`config.mk`:
```
export PLATFORM = sky130hd
export DESIGN_NAME = fifo_loader_flat
export DESIGN_NICKNAME = d
export VERILOG_FILES = /design/src/rtl/systolic_pkg.sv /design/src/rtl/fifo_loader_if.sv /design/src/rtl/skew_gen.sv /design/src/rtl/fifo_loader.sv /design/src/flat_wrapper.sv
export SDC_FILE = /design/constraint.sdc
export NUM_CORES = 1
export LEC_CHECK = 0
export ABC_CLOCK_PERIOD_IN_PS = 1800
export CAP_MARGIN = 25
export CORE_MARGIN = 2
export CORE_UTILIZATION = 35
export DETAILED_ROUTE_END_ITERATION = 10
export PLACE_DENSITY = 0.78
export SLEW_MARGIN = 30
export SYNTH_ARGS = -nofsm -noshare
export SYNTH_HDL_FRONTEND = slang
export SYNTH_HIERARCHICAL = 1
export SYNTH_SLANG_ARGS = --single-unit
```
`constraint.sdc`:
```
create_clock -name clk -period 1.8 [get_ports clk]
set_input_delay 0.45 -clock clk [delete_from_list [all_inputs] [get_ports clk]]
set_output_delay 0.45 -clock clk [all_outputs]
set_load 0.05 [all_outputs]
```
`src/rtl/systolic_pkg.sv`:
```
// Shared tile geometry and loader state encoding for the systolic array front end.
package systolic_pkg;

  localparam int unsigned DIM  = 8;
  localparam int unsigned BITS = 8;

  typedef enum logic [1:0] {
    StLoad  = 2'd0,
    StFull  = 2'd1,
    StDrain = 2'd2
  } loader_state_e;

endpackage

```
`src/rtl/fifo_loader_if.sv`:
```
// Row-load handshake, drain request and delay-fifo drive bundle for fifo_loader.
interface fifo_loader_if #(
  parameter int unsigned DIM  = systolic_pkg::DIM,
  parameter int unsigned BITS = systolic_pkg::BITS
) ();

  logic                    in_valid;
  logic                    in_ready;
  logic [DIM*BITS-1:0]     in_data;
  logic                    start;
  logic [DIM*BITS-1:0]     fifo_d;
  logic [DIM-1:0]          fifo_en;
  logic [$clog2(DIM):0]    row_count;
  logic                    busy;
  logic                    drain_done;

  modport master (
    output in_valid, in_data, start,
    input  in_ready, fifo_d, fifo_en, row_count, busy, drain_done
  );

  modport slave (
    input  in_valid, in_data, start,
    output in_ready, fifo_d, fifo_en, row_count, busy, drain_done
  );

endinterface

```
`src/rtl/skew_gen.sv`:
```
// Per-lane drain window: lane k shifts while k <= c <= k+DIM-1.
module skew_gen #(
  parameter int unsigned DIM = systolic_pkg::DIM,
  parameter int unsigned CW  = $clog2(2 * DIM)
) (
  input  logic [CW-1:0]  c_i,
  input  logic           active_i,
  output logic [DIM-1:0] en_o
);

  for (genvar k = 0; k < DIM; k++) begin : g_lane
    localparam logic [CW-1:0] Lo = CW'(k);
    localparam logic [CW-1:0] Hi = CW'(k + DIM - 1);
    assign en_o[k] = active_i && (c_i >= Lo) && (c_i <= Hi);
  end

endmodule

```
`src/rtl/fifo_loader.sv`:
```
// Loads DIM rows into the delay fifos, then drains them with a per-lane skew of one cycle.
module fifo_loader
  import systolic_pkg::*;
#(
  parameter int unsigned DIM  = systolic_pkg::DIM,
  parameter int unsigned BITS = systolic_pkg::BITS
) (
  input  logic           clk,
  input  logic           rst,
  fifo_loader_if.slave   bus
);

  localparam int unsigned CW = $clog2(2 * DIM);
  localparam int unsigned RW = $clog2(DIM) + 1;
  localparam logic [CW-1:0] CLast = CW'(2 * DIM - 2);
  localparam logic [RW-1:0] RLast = RW'(DIM - 1);

  loader_state_e         state_q;
  logic [RW-1:0]         row_count_q;
  logic [CW-1:0]         c_q;
  logic [DIM-1:0]        fifo_en_q;
  logic [DIM*BITS-1:0]   fifo_d_q;
  logic                  drain_done_q;

  // Window is evaluated for the drain count of the next cycle so fifo_en lines up with c.
  logic [CW-1:0]  skew_c;
  logic           skew_active;
  logic [DIM-1:0] skew_en;

  assign skew_c      = (state_q == StDrain) ? c_q + CW'(1) : '0;
  assign skew_active = ((state_q == StFull) && bus.start) ||
                       ((state_q == StDrain) && (c_q != CLast));

  skew_gen #(
    .DIM (DIM),
    .CW  (CW)
  ) u_skew_gen (
    .c_i      (skew_c),
    .active_i (skew_active),
    .en_o     (skew_en)
  );

  always_ff @(posedge clk) begin
    if (rst) begin
      state_q      <= StLoad;
      row_count_q  <= '0;
      c_q          <= '0;
      fifo_en_q    <= '0;
      fifo_d_q     <= '0;
      drain_done_q <= 1'b0;
    end else begin
      fifo_en_q    <= skew_en;
      fifo_d_q     <= '0;
      drain_done_q <= 1'b0;
      unique case (state_q)
        StLoad: begin
          if (bus.in_valid) begin
            fifo_en_q   <= '1;
            fifo_d_q    <= bus.in_data;
            row_count_q <= row_count_q + RW'(1);
            if (row_count_q == RLast) begin
              state_q <= StFull;
            end
          end
        end
        StFull: begin
          if (bus.start) begin
            state_q <= StDrain;
            c_q     <= '0;
          end
        end
        StDrain: begin
          if (c_q == CLast) begin
            state_q      <= StLoad;
            row_count_q  <= '0;
            c_q          <= '0;
            drain_done_q <= 1'b1;
          end else begin
            c_q <= c_q + CW'(1);
          end
        end
        default: state_q <= StLoad;
      endcase
    end
  end

  assign bus.in_ready   = (state_q == StLoad);
  assign bus.busy       = (state_q != StLoad);
  assign bus.fifo_en    = fifo_en_q;
  assign bus.fifo_d     = fifo_d_q;
  assign bus.row_count  = row_count_q;
  assign bus.drain_done = drain_done_q;

endmodule

```
`src/flat_wrapper.sv`:
```
// flat-port wrapper written by rule: the top's interface ports become plain ports
module fifo_loader_flat import systolic_pkg::*;
#(
  parameter int unsigned DIM  = systolic_pkg::DIM,
  parameter int unsigned BITS = systolic_pkg::BITS
)
  (clk, rst, bus_in_valid, bus_in_data, bus_start, bus_in_ready, bus_fifo_d, bus_fifo_en, bus_row_count, bus_busy, bus_drain_done);
  fifo_loader_if #(.DIM(DIM), .BITS(BITS)) bus_i ();
  input  logic clk;
  input  logic rst;
  input wire logic [$bits(bus_i.in_valid)-1:0] bus_in_valid;
  input wire logic [$bits(bus_i.in_data)-1:0] bus_in_data;
  input wire logic [$bits(bus_i.start)-1:0] bus_start;
  output wire logic [$bits(bus_i.in_ready)-1:0] bus_in_ready;
  output wire logic [$bits(bus_i.fifo_d)-1:0] bus_fifo_d;
  output wire logic [$bits(bus_i.fifo_en)-1:0] bus_fifo_en;
  output wire logic [$bits(bus_i.row_count)-1:0] bus_row_count;
  output wire logic [$bits(bus_i.busy)-1:0] bus_busy;
  output wire logic [$bits(bus_i.drain_done)-1:0] bus_drain_done;
  assign bus_i.in_valid = bus_in_valid;
  assign bus_i.in_data = bus_in_data;
  assign bus_i.start = bus_start;
  assign bus_in_ready = bus_i.in_ready;
  assign bus_fifo_d = bus_i.fifo_d;
  assign bus_fifo_en = bus_i.fifo_en;
  assign bus_row_count = bus_i.row_count;
  assign bus_busy = bus_i.busy;
  assign bus_drain_done = bus_i.drain_done;
  fifo_loader #(.DIM(DIM), .BITS(BITS)) u_core (.clk(clk), .rst(rst), .bus(bus_i));
endmodule
```
# == Yosys cells after proc, flatten, opt, wreduce, memory -nomap -nowiden ==
# Index checks and enable logic that the tools add are counted.
# classes
add_sub_neg,2
multipliers,0
div,0
n_lt_le_gt_ge,16
n_eq_ne,9
n_shift,0
n_mux,15
n_bitwise,3
n_reduce_logical,28
# ops
op,n
less-or-equal comparator 4 bit (second input constant),7
two-way mux 4 bit,5
logical AND 1 bit,18
>= comparator 4 x 3 -> 1 bit (second input constant),4
two-way mux 8 bit,2
one-hot mux 4 bit (2 select lines),2
adder 4 x 1 -> 4 bit (second input constant),2
>= comparator 4 x 1 -> 1 bit (second input constant),2
>= comparator 4 x 2 -> 1 bit (second input constant),2
two-way mux 2 bit,4
inequality test 2 bit (second input constant),3
one-hot mux 2 bit (3 select lines),1
nonzero test 2 bit,3
equality test 4 x 3 -> 1 bit (second input constant),1
equality test 4 bit (second input constant),1
less-or-equal comparator 4 x 3 -> 1 bit (second input constant),1
inequality test 4 bit (second input constant),1
AND reduction 4 bit,1
NOT 1 bit,3
AND reduction 3 bit,1
OR reduction 3 bit,1
equality test 2 x 1 -> 1 bit (second input constant),1
equality test 2 bit (second input constant),1
zero test 2 bit,1
5 further kinds,5
# word_totals
regBits,83
latchBits,0
ramBits,0
romBits,0
input_bits,68
out_inout_bits,79
wordCells,79
mem_count,0

# == Depth between registers and ports, before layout ==
# Gate-level depths: netlist (run 1).
# depth
ltp_word,7
ltp_mapped,9
mapped_depth_nobuf,9

# == By module ==
# Netlist (run 1), hierarchy kept.
# by_module_without_submodules
mod,instances,cells_each,area_each_um2
fifo_loader,1,232,2590.0
skew_gen,1,20,142.6

# == Worst setup path after synthesis (run 1) ==
# Ideal clock, no wire load.
# synth_path
path_kind,reg-to-output
from,register u_core.state_q[0]
to,output port bus_busy
t_arrival_ns,1.570
required_ns,1.350
setup_slack_ns,-0.220
path_stages_with_launch,4
n_path_buf,1
path_cell_list,dfxtp_1 buf_2 nor2_1 inv_1
# synth_via
elab_chain_cells,1
# synth_lines
item,line,rtl
from (decl),fifo_loader.sv:18,loader_state_e state_q;
from (signal assigned),fifo_loader.sv:45,state_q <= StLoad;
from (signal assigned),fifo_loader.sv:62,state_q <= StFull;
from (signal assigned),fifo_loader.sv:68,state_q <= StDrain;
nonzero test 2 bit,fifo_loader.sv:88,assign bus.busy = (state_q != StLoad);
to (decl),flat_wrapper.sv:18,output wire logic [$bits(bus_i.busy)-1:0] bus_busy;
# No other way between the ends.

# == Worst setup path in the final report (run 1) ==
# layout_path
from,register u_core.state_q[1]
to,output port bus_busy
# Same word-level chain as after synthesis.

==> results of run 1 <==
[cells in the mapped netlist, types with 2 or more instances]
library cell	number
dfxtp_1	83
and2_1	65
nor2_1	24
nand3_1	8
buf_6	7
nand2_1	6
inv_1	5
mux2i_1	5
a21oi_1	4
a31oi_1	3
buf_2	3
ha_1	3
nand2b_1	2
nand3b_1	2
nor3_1	2
nor3b_1	2
o21ai_0	2
o2bb2ai_1	2
or3_1	2
xnor2_1	2
xor2_1	2
[layer usage]
metal	global-route usage, %	wire (um)
met2	26.8	3370
met3	4.96	478
met1	18.1	2840
met5	0	0
met4	3.48	33
[area by class of cell]
cell class / count / share of cell area (%)
clock buffer: 10 / 3.12
clock inverter: 6 / 1.59
inverter: 5 / 0.426
multi-input combinational: 151 / 22.0
sequential: 83 / 37.8
tap: 102 / 2.89
timing repair buffer: 160 / 32.2
[kinds of logic after synthesis]
family                   Yosys count  share of synthesized area, %
adder cells (fa/ha/maj)            3                          1.37
AO/OA/AOI/OAI                     15                          3.57
XOR/XNOR                           4                          1.28
flip-flops                        83                          60.8
multiplexers                       5                          1.83
AND/OR/NAND/NOR                  124                          26.6
buffers and inverters             18                          4.58
[through the flow]
| step | hold WS [ns] | total power [W] |
|---|---|---|
| 3_5_place_dp | 0.508 | 0.00260 |
| 6_report | 0.523 | 0.00391 |
| 5_1_grt | 0.539 | 0.00406 |
| 2_1_floorplan | 0.486 | 0.00231 |
| 4_1_cts | 0.532 | 0.00396 |
| 3_3_place_gp | 0.500 | 0.00259 |
[timing repair]
item                                    4_1_cts  5_1_grt
endpoints found under the setup margin        0        6
buffers inserted                              0        0
gates resized for setup                       0        6
[worst register-to-register path: stages, from the launching register on]
cell	delay, ns
dfxtp_4	0.37
inv_1	0.08
ha_4	0.27
nor3b_2	0.04
buf_4	0.17
or3_1	0.35
and3_1	0.17
nor2_1	0.09
nor2_1	0.04
[how the worst max path moves through the flow]
| stage | startpoint | end | slack [ns] | cells after the start |
|---|---|---|---|---|
| 6_report | u_core/state_q[1] | bus_busy | 0.09 | 4 |
| 5_1_grt | u_core/c_q[0] | u_core/bus.fifo_en[2] | 0.008 | 7 |
| 4_1_cts | u_core/c_q[0] | u_core/bus.fifo_en[5] | 0.04 | 7 |
| 3_5_place_dp | bus_in_valid | u_core/bus.fifo_d[2] | -0.13 | 5 |
| 3_3_place_gp | bus_in_valid | u_core/bus.fifo_d[33] | -0.09 | 5 |
| 2_1_floorplan | u_core/state_q[0] | u_core/bus.fifo_en[2] | 0.1 | 9 |
[state kept, by name, summed over array words and instances, names as in the netlist]
register	flops
u_core/bus.fifo_en	8
u_core/bus.row_count	4
u_core/c_q	4
u_core/bus.fifo_d	64
u_core/state_q	2
u_core/bus.drain_done	1
[power by group]
group / total (W) / internal [W] / switching [W]
Clock: 0.00137 / 0.000689 / 0.000678
Sequential: 0.00193 / 0.00190 / 0.0000240
Combinational: 0.000618 / 0.000269 / 0.000349
==> metrics.md, run 1 <==
| Metric | Value |
|---|---|
| Status | complete, no violations |
| Post-route worst setup slack | 0.0855 ns |
| Ant diodes | 0 |
| Cell Area, Synth | 2730 um2 |
| WP data required | 1.35 ns |
| R2R depth | 8 |
| Post-synth top area share | 60.8% |
| R2r setup slk | 0.12 ns |
| Fmax | 0.583 GHz |
| Core area | 7650 um2 |
| Initial antenna violation count | 0 |
| Critical Path Slowest Stage Cell | dfxtp_1 |
| Worst-path maximum fanout | 8 |
| PwrDens | 887 nW/um2 |
| Pre-CTS setup slack | -0.134 ns |
| Max-slew headroom | 75.8% |
| Worst skew pair latency | 0.34 ns |
| Yosys top cell by area | dfxtp_1 |
| NumNets Final | 481 |
| Worst Hold Class | register to register |
| YS warnings | 6 |
| Final Cycle Share | 95.3% |
| Routed WL | 6.73 mm |
| CP cell instances | buf_4 -> nor2_2 -> inv_1 -> buf_12 |
| Area growth from synthesis to layout | 61.4% |
| Synthesis-stage register bit count | 83 |
| Startpoint Class | register |
| Max VDD drop | 325 uV |
| Clock-pin slew on the worst setup and hold paths | 0.08 ns |
| Fin. Hold Viols | 0 |
| Sequential share of the synthesized area | 60.8% |
| Most common cell after layout, fill and taps aside | buf_4 |
| Hold_sp | u_core/c_q[0] |
| CTS H-tree depth | 3 |
| CTS tree | yes |
| I/O pins | 147 |
| Via-to-Cell Ratio | 4.28 |
| CP arrival | 1.26 ns |
| Initial Util | 35.7% |
| Synthesized Nets | 323 |
| LEAKAGE | 1.96 nW |
| Crit path buffers/inverters | 3 |
| Vias in the first global route | 2035 |
| DRT Pass-1 Iters | 4 |
| Setup TNS | 0 ns |
| Yosys cell types | 39 |
| Routed WL per cell | 13.0 um |
| # clock sinks | 83 |
| Fill cells | 637 |
| Die area | 8530 um2 |
| Die H | 92.4 um |
| Asr flop ratio synth | 0% |
| CP endpoint kind | primary output |
| Total CTS buffers | 9 |
| Post-synthesis average cell area | 10.8 um2 |
| Port Buffers | 146 |
| Hold Crit Endpoint | u_core/c_q[0] |
| Final design utilization | 57.7% |
| First-pass GRT wire length | 10.2 mm |
| DRC Markers | 0 |
| Worst slew pin tran | 0.358 ns |
| Largest net degree at the start of global routing | 67 |
| Root Driver | clkbuf_8 |
| Reg-to-reg critical path startpoint | u_core/c_q[0] |
| Post-Syn Instances | 252 |
| Slew Viols, Final | 0 |
| Most frequent cells in the layout | buf_4, dfxtp_1, clkdlybuf4s50_1 |
| Layout cell share with drive strength beyond 1 | 29.2% |
| Dpl cells | 501 |
| Finished Cell Area | 4410 um2 |
| Final setup violation count | 0 |
| RSZ-0062 raised after global routing | false |
| Hold Buf Count CTS | 0 |
| Post-DP HPWL | 5.05 mm |
| Hold path cells | 2 |
| Overflow after GRT | 0 |
| Area of the multi-input gates | 971 um2 |
| Worst Clk Skew | 0.0111 ns |
| Top_reg_cell synth | dfxtp_1 |
| Largest delay contributor family on the critical path | buffers and inverters |
| FF/Latch Area | 1670 um2 |
| Synth area leaders | dfxtp_1, and2_1, nor2_1 |
| Final min period | 1.71 ns |
| WS Path Type | register to primary output |
| GRT Total Usage | 15.3% |
| Die W | 92.4 um |
| Placed cell area | 4180 um2 |
| Number of flops mapped to enable cells by yosys | 0 |
| Filler-free cell count of the finished design | 517 |
| Max-cap violations | 0 |
| Worst R2R End | u_core/bus.fifo_en[2] |
| Slowest stage delay, CP | 0.32 ns |
| Rows | 32 |
| Via count | 2211 |
| Routed Antenna Nets | 0 |
| 1st-iter DRT viols | 39 |
| CTS max path bufs | 2 |
| GP Congestion | 0.727 |
Note: power is estimated with default switching activity, not from simulation.
==> inputs of run 2 (changes only) <==
--- a/config.mk
+++ b/config.mk
@@ -10,7 +10,9 @@
 export CORE_MARGIN = 2
 export CORE_UTILIZATION = 35
 export DETAILED_ROUTE_END_ITERATION = 10
+export GPL_TIMING_DRIVEN = 0
 export PLACE_DENSITY = 0.78
+export SETUP_SLACK_MARGIN = 0.05
 export SLEW_MARGIN = 30
 export SYNTH_ARGS = -nofsm -noshare
 export SYNTH_HDL_FRONTEND = slang
==> run 2 against run 1 <==
Power fell by 0.64%. Largest cell class unchanged. Global-route usage increased by 1.6 points. Via count increased by 3.3%. Design area is 3.7% higher. Count of clock-buffer cells in the layout down 1. Clock skew down 0.0034 ns. Flip-flop and latch count did not move. Worst hold slack got worse by 0.0050 ns. Worst setup slack gained 0.025 ns. Largest power group unchanged. Non-clock buffer count grew 4. Critical path depth down 3.
==> metrics.md, run 2 (same netlist as run 1, synthesis figures left out) <==
| Metric | Value |
|---|---|
| Status | complete, no violations |
| WS Path Type | register to primary output |
| Clock-pin slew on the worst setup and hold paths | 0.09 ns (about the same) |
| GP Congestion | 0.753 (+3.7%) |
| Crit path buffers/inverters | 1 (-2) |
| Worst Hold Class | register to register |
| Die W | 92.4 um (unchanged) |
| Most common cell after layout, fill and taps aside | dfxtp_1 |
| GRT Total Usage | 16.9% (+1.6 points) |
| Core area | 7650 um2 (unchanged) |
| Ant diodes | 0 (unchanged) |
| Worst slew pin tran | 0.554 ns (+0.196 ns) |
| Slowest stage delay, CP | 0.57 ns (+0.25 ns) |
| Share of total power in combinational logic | 15.3% (-0.5 points) |
| Initial Util | 35.7% (unchanged) |
| RSZ-0062 raised after global routing | false |
| Worst-path maximum fanout | 1 (-7) |
| First-pass GRT wire length | 11.1 mm (+8.2%) |
| CTS max path bufs | 2 (unchanged) |
| Setup TNS | 0 ns (unchanged) |
| CP cell instances | dlygate4sd2_1 |
| Hold Buf Count CTS | 0 (unchanged) |
| Startpoint Class | register |
| # clock sinks | 83 (unchanged) |
| Via-to-Cell Ratio | 4.38 (+2.5%) |
| Area growth from synthesis to layout | 67.4% |
| Vias in the first global route | 2127 (+4.5%) |
| NumNets Final | 485 (+0.83%) |
| I/O pins | 147 (unchanged) |
| Most frequent cells in the layout | dfxtp_1, dlygate4sd2_1, clkdlybuf4s50_1 |
| Final setup violation count | 0 (unchanged) |
| Overflow after GRT | 0 (unchanged) |
| Final Cycle Share | 93.9% (-1.4 points) |
| Die area | 8530 um2 (unchanged) |
| Via count | 2284 (+3.3%) |
| Post-DP HPWL | 5.36 mm (+6.1%) |
| Switch Pwr | 0.00108 W (+2.6%) |
| Clock power frac | 35.3% (+0.4 points) |
| Root Driver | clkbuf_8 |
| Max-cap violations | 0 (unchanged) |
| DRC Markers | 0 (unchanged) |
| Dpl cells | 499 (-0.40%) |
| Sw Share | 27.7% (+0.87 points) |
| WP data required | 1.35 ns (about the same) |
| CP endpoint kind | primary output |
| Post-route worst setup slack | 0.110 ns (+0.0246 ns) |
| DRT Pass-1 Iters | 5 (+1) |
| LEAKAGE | 2.13 nW (+8.6%) |
| Initial antenna violation count | 0 (unchanged) |
| Layout cell share with drive strength beyond 1 | 15.0% (-14 points) |
| Routed Antenna Nets | 0 (unchanged) |
| Max VDD drop | 349 uV (+7.3%) |
| Worst skew pair latency | 0.34 ns (about the same) |
| PwrDens | 850 nW/um2 (-4.2%) |
| Seq pwr share | 49.4% (about the same) |
| Fill cells | 670 (+5.2%) |
| Fin. Hold Viols | 0 (unchanged) |
| Rows | 32 (unchanged) |
| Final min period | 1.69 ns (-0.0246 ns) |
| Routed WL | 7.21 mm (+7.2%) |
| 1st-iter DRT viols | 69 (+77%) |
| Total CTS buffers | 9 (unchanged) |
| Largest net degree at the start of global routing | 17 (-75%) |
| P_int | 0.00281 W (-1.8%) |
| Worst Clk Skew | 0.00768 ns (-0.00340 ns) |
| Port Buffers | 145 (-0.68%) |
| Routed WL per cell | 13.8 um (+6.4%) |
| Critical Path Slowest Stage Cell | dlygate4sd2_1 |
| Max reg flops | 64 (unchanged) |
| Max-slew headroom | 62.9% (-13 points) |
| Slew Viols, Final | 0 (unchanged) |
| CTS H-tree depth | 3 (unchanged) |
| Fmax | 0.592 GHz (+1.5%) |
| Power Total | 0.00389 W (-0.64%) |
| CP arrival | 1.24 ns (-0.02 ns) |
| CTS tree | yes |
| Pre-CTS setup slack | -0.213 ns (-0.0794 ns) |
| Filler-free cell count of the finished design | 521 (+0.77%) |
| Die H | 92.4 um (unchanged) |
| Largest delay contributor family on the critical path | buffers and inverters |
## run 2: changes by cell type in the layout (fill, tap and decap cells not counted), sizes merged
cell / previous run / this run
buf: 93 / 19
dlygate4sd2: 0 / 73
clkbuf: 10 / 13
clkdlybuf4s15: 0 / 2
clkinv: 0 / 2
clkinvlp: 3 / 1
clkdlybuf4s50: 67 / 66
inv: 7 / 8
## run 2: final cells by class
type	instances	area [um2]	area share, %
buffer	13	119	2.60
clock buffer	9	124	2.71
clock inverter	7	83.8	1.83
inverter	5	18.8	0.410
multi-input combinational	151	1040	22.7
sequential	83	1670	36.5
tap	102	128	2.79
timing repair buffer	151	1390	30.4
## run 2: worst paths after layout
path                           start                      end  slack, ns  cells past startpoint
max            u_core/bus.fifo_d[19]           bus_fifo_d[19]       0.11                      1
min          u_core/bus.row_count[1]  u_core/bus.row_count[1]       0.52                      2
min reg2reg  u_core/bus.row_count[1]  u_core/bus.row_count[1]       0.52                      2
max reg2reg            u_core/c_q[0]    u_core/bus.fifo_en[6]       0.12                      8
## run 2: per-stage QoR
step	hold slack, ns	cell area [um2]	util, %
2_1_floorplan	0.486	2740	-
3_3_place_gp	0.490	4320	56.5
3_5_place_dp	0.507	4320	56.5
4_1_cts	0.507	4470	58.4
5_1_grt	0.560	4580	59.8
6_report	0.518	4580	59.8
## run 2: timing repair
action	CTS	global route
gates resized for setup	99	25
pin swaps	0	3
endpoints found under the setup margin	85	10
setup buffers	1	5
hold endpoints to repair	0	0
## run 2: metal layers
layer / up-vias / track usage [%] / wire [um]
met2: 108 / 30.0 / 3680
met3: 12 / 6.92 / 575
met4: 0 / 3.48 / 98
met5: - / 0 / 0
met1: 1033 / 18.9 / 2860
li1: 1131 / - / -
## run 2: power groups by stage
stage	sequential, W	clock, W	combinational [W]
6_report	0.00192	0.00137	0.000594
5_1_grt	0.00193	0.00152	0.000625
4_1_cts	0.00193	0.00142	0.000600
3_5_place_dp	0.00197	0	0.000645
3_3_place_gp	0.00197	0	0.000639
2_1_floorplan	0.00223	0	0.0000878
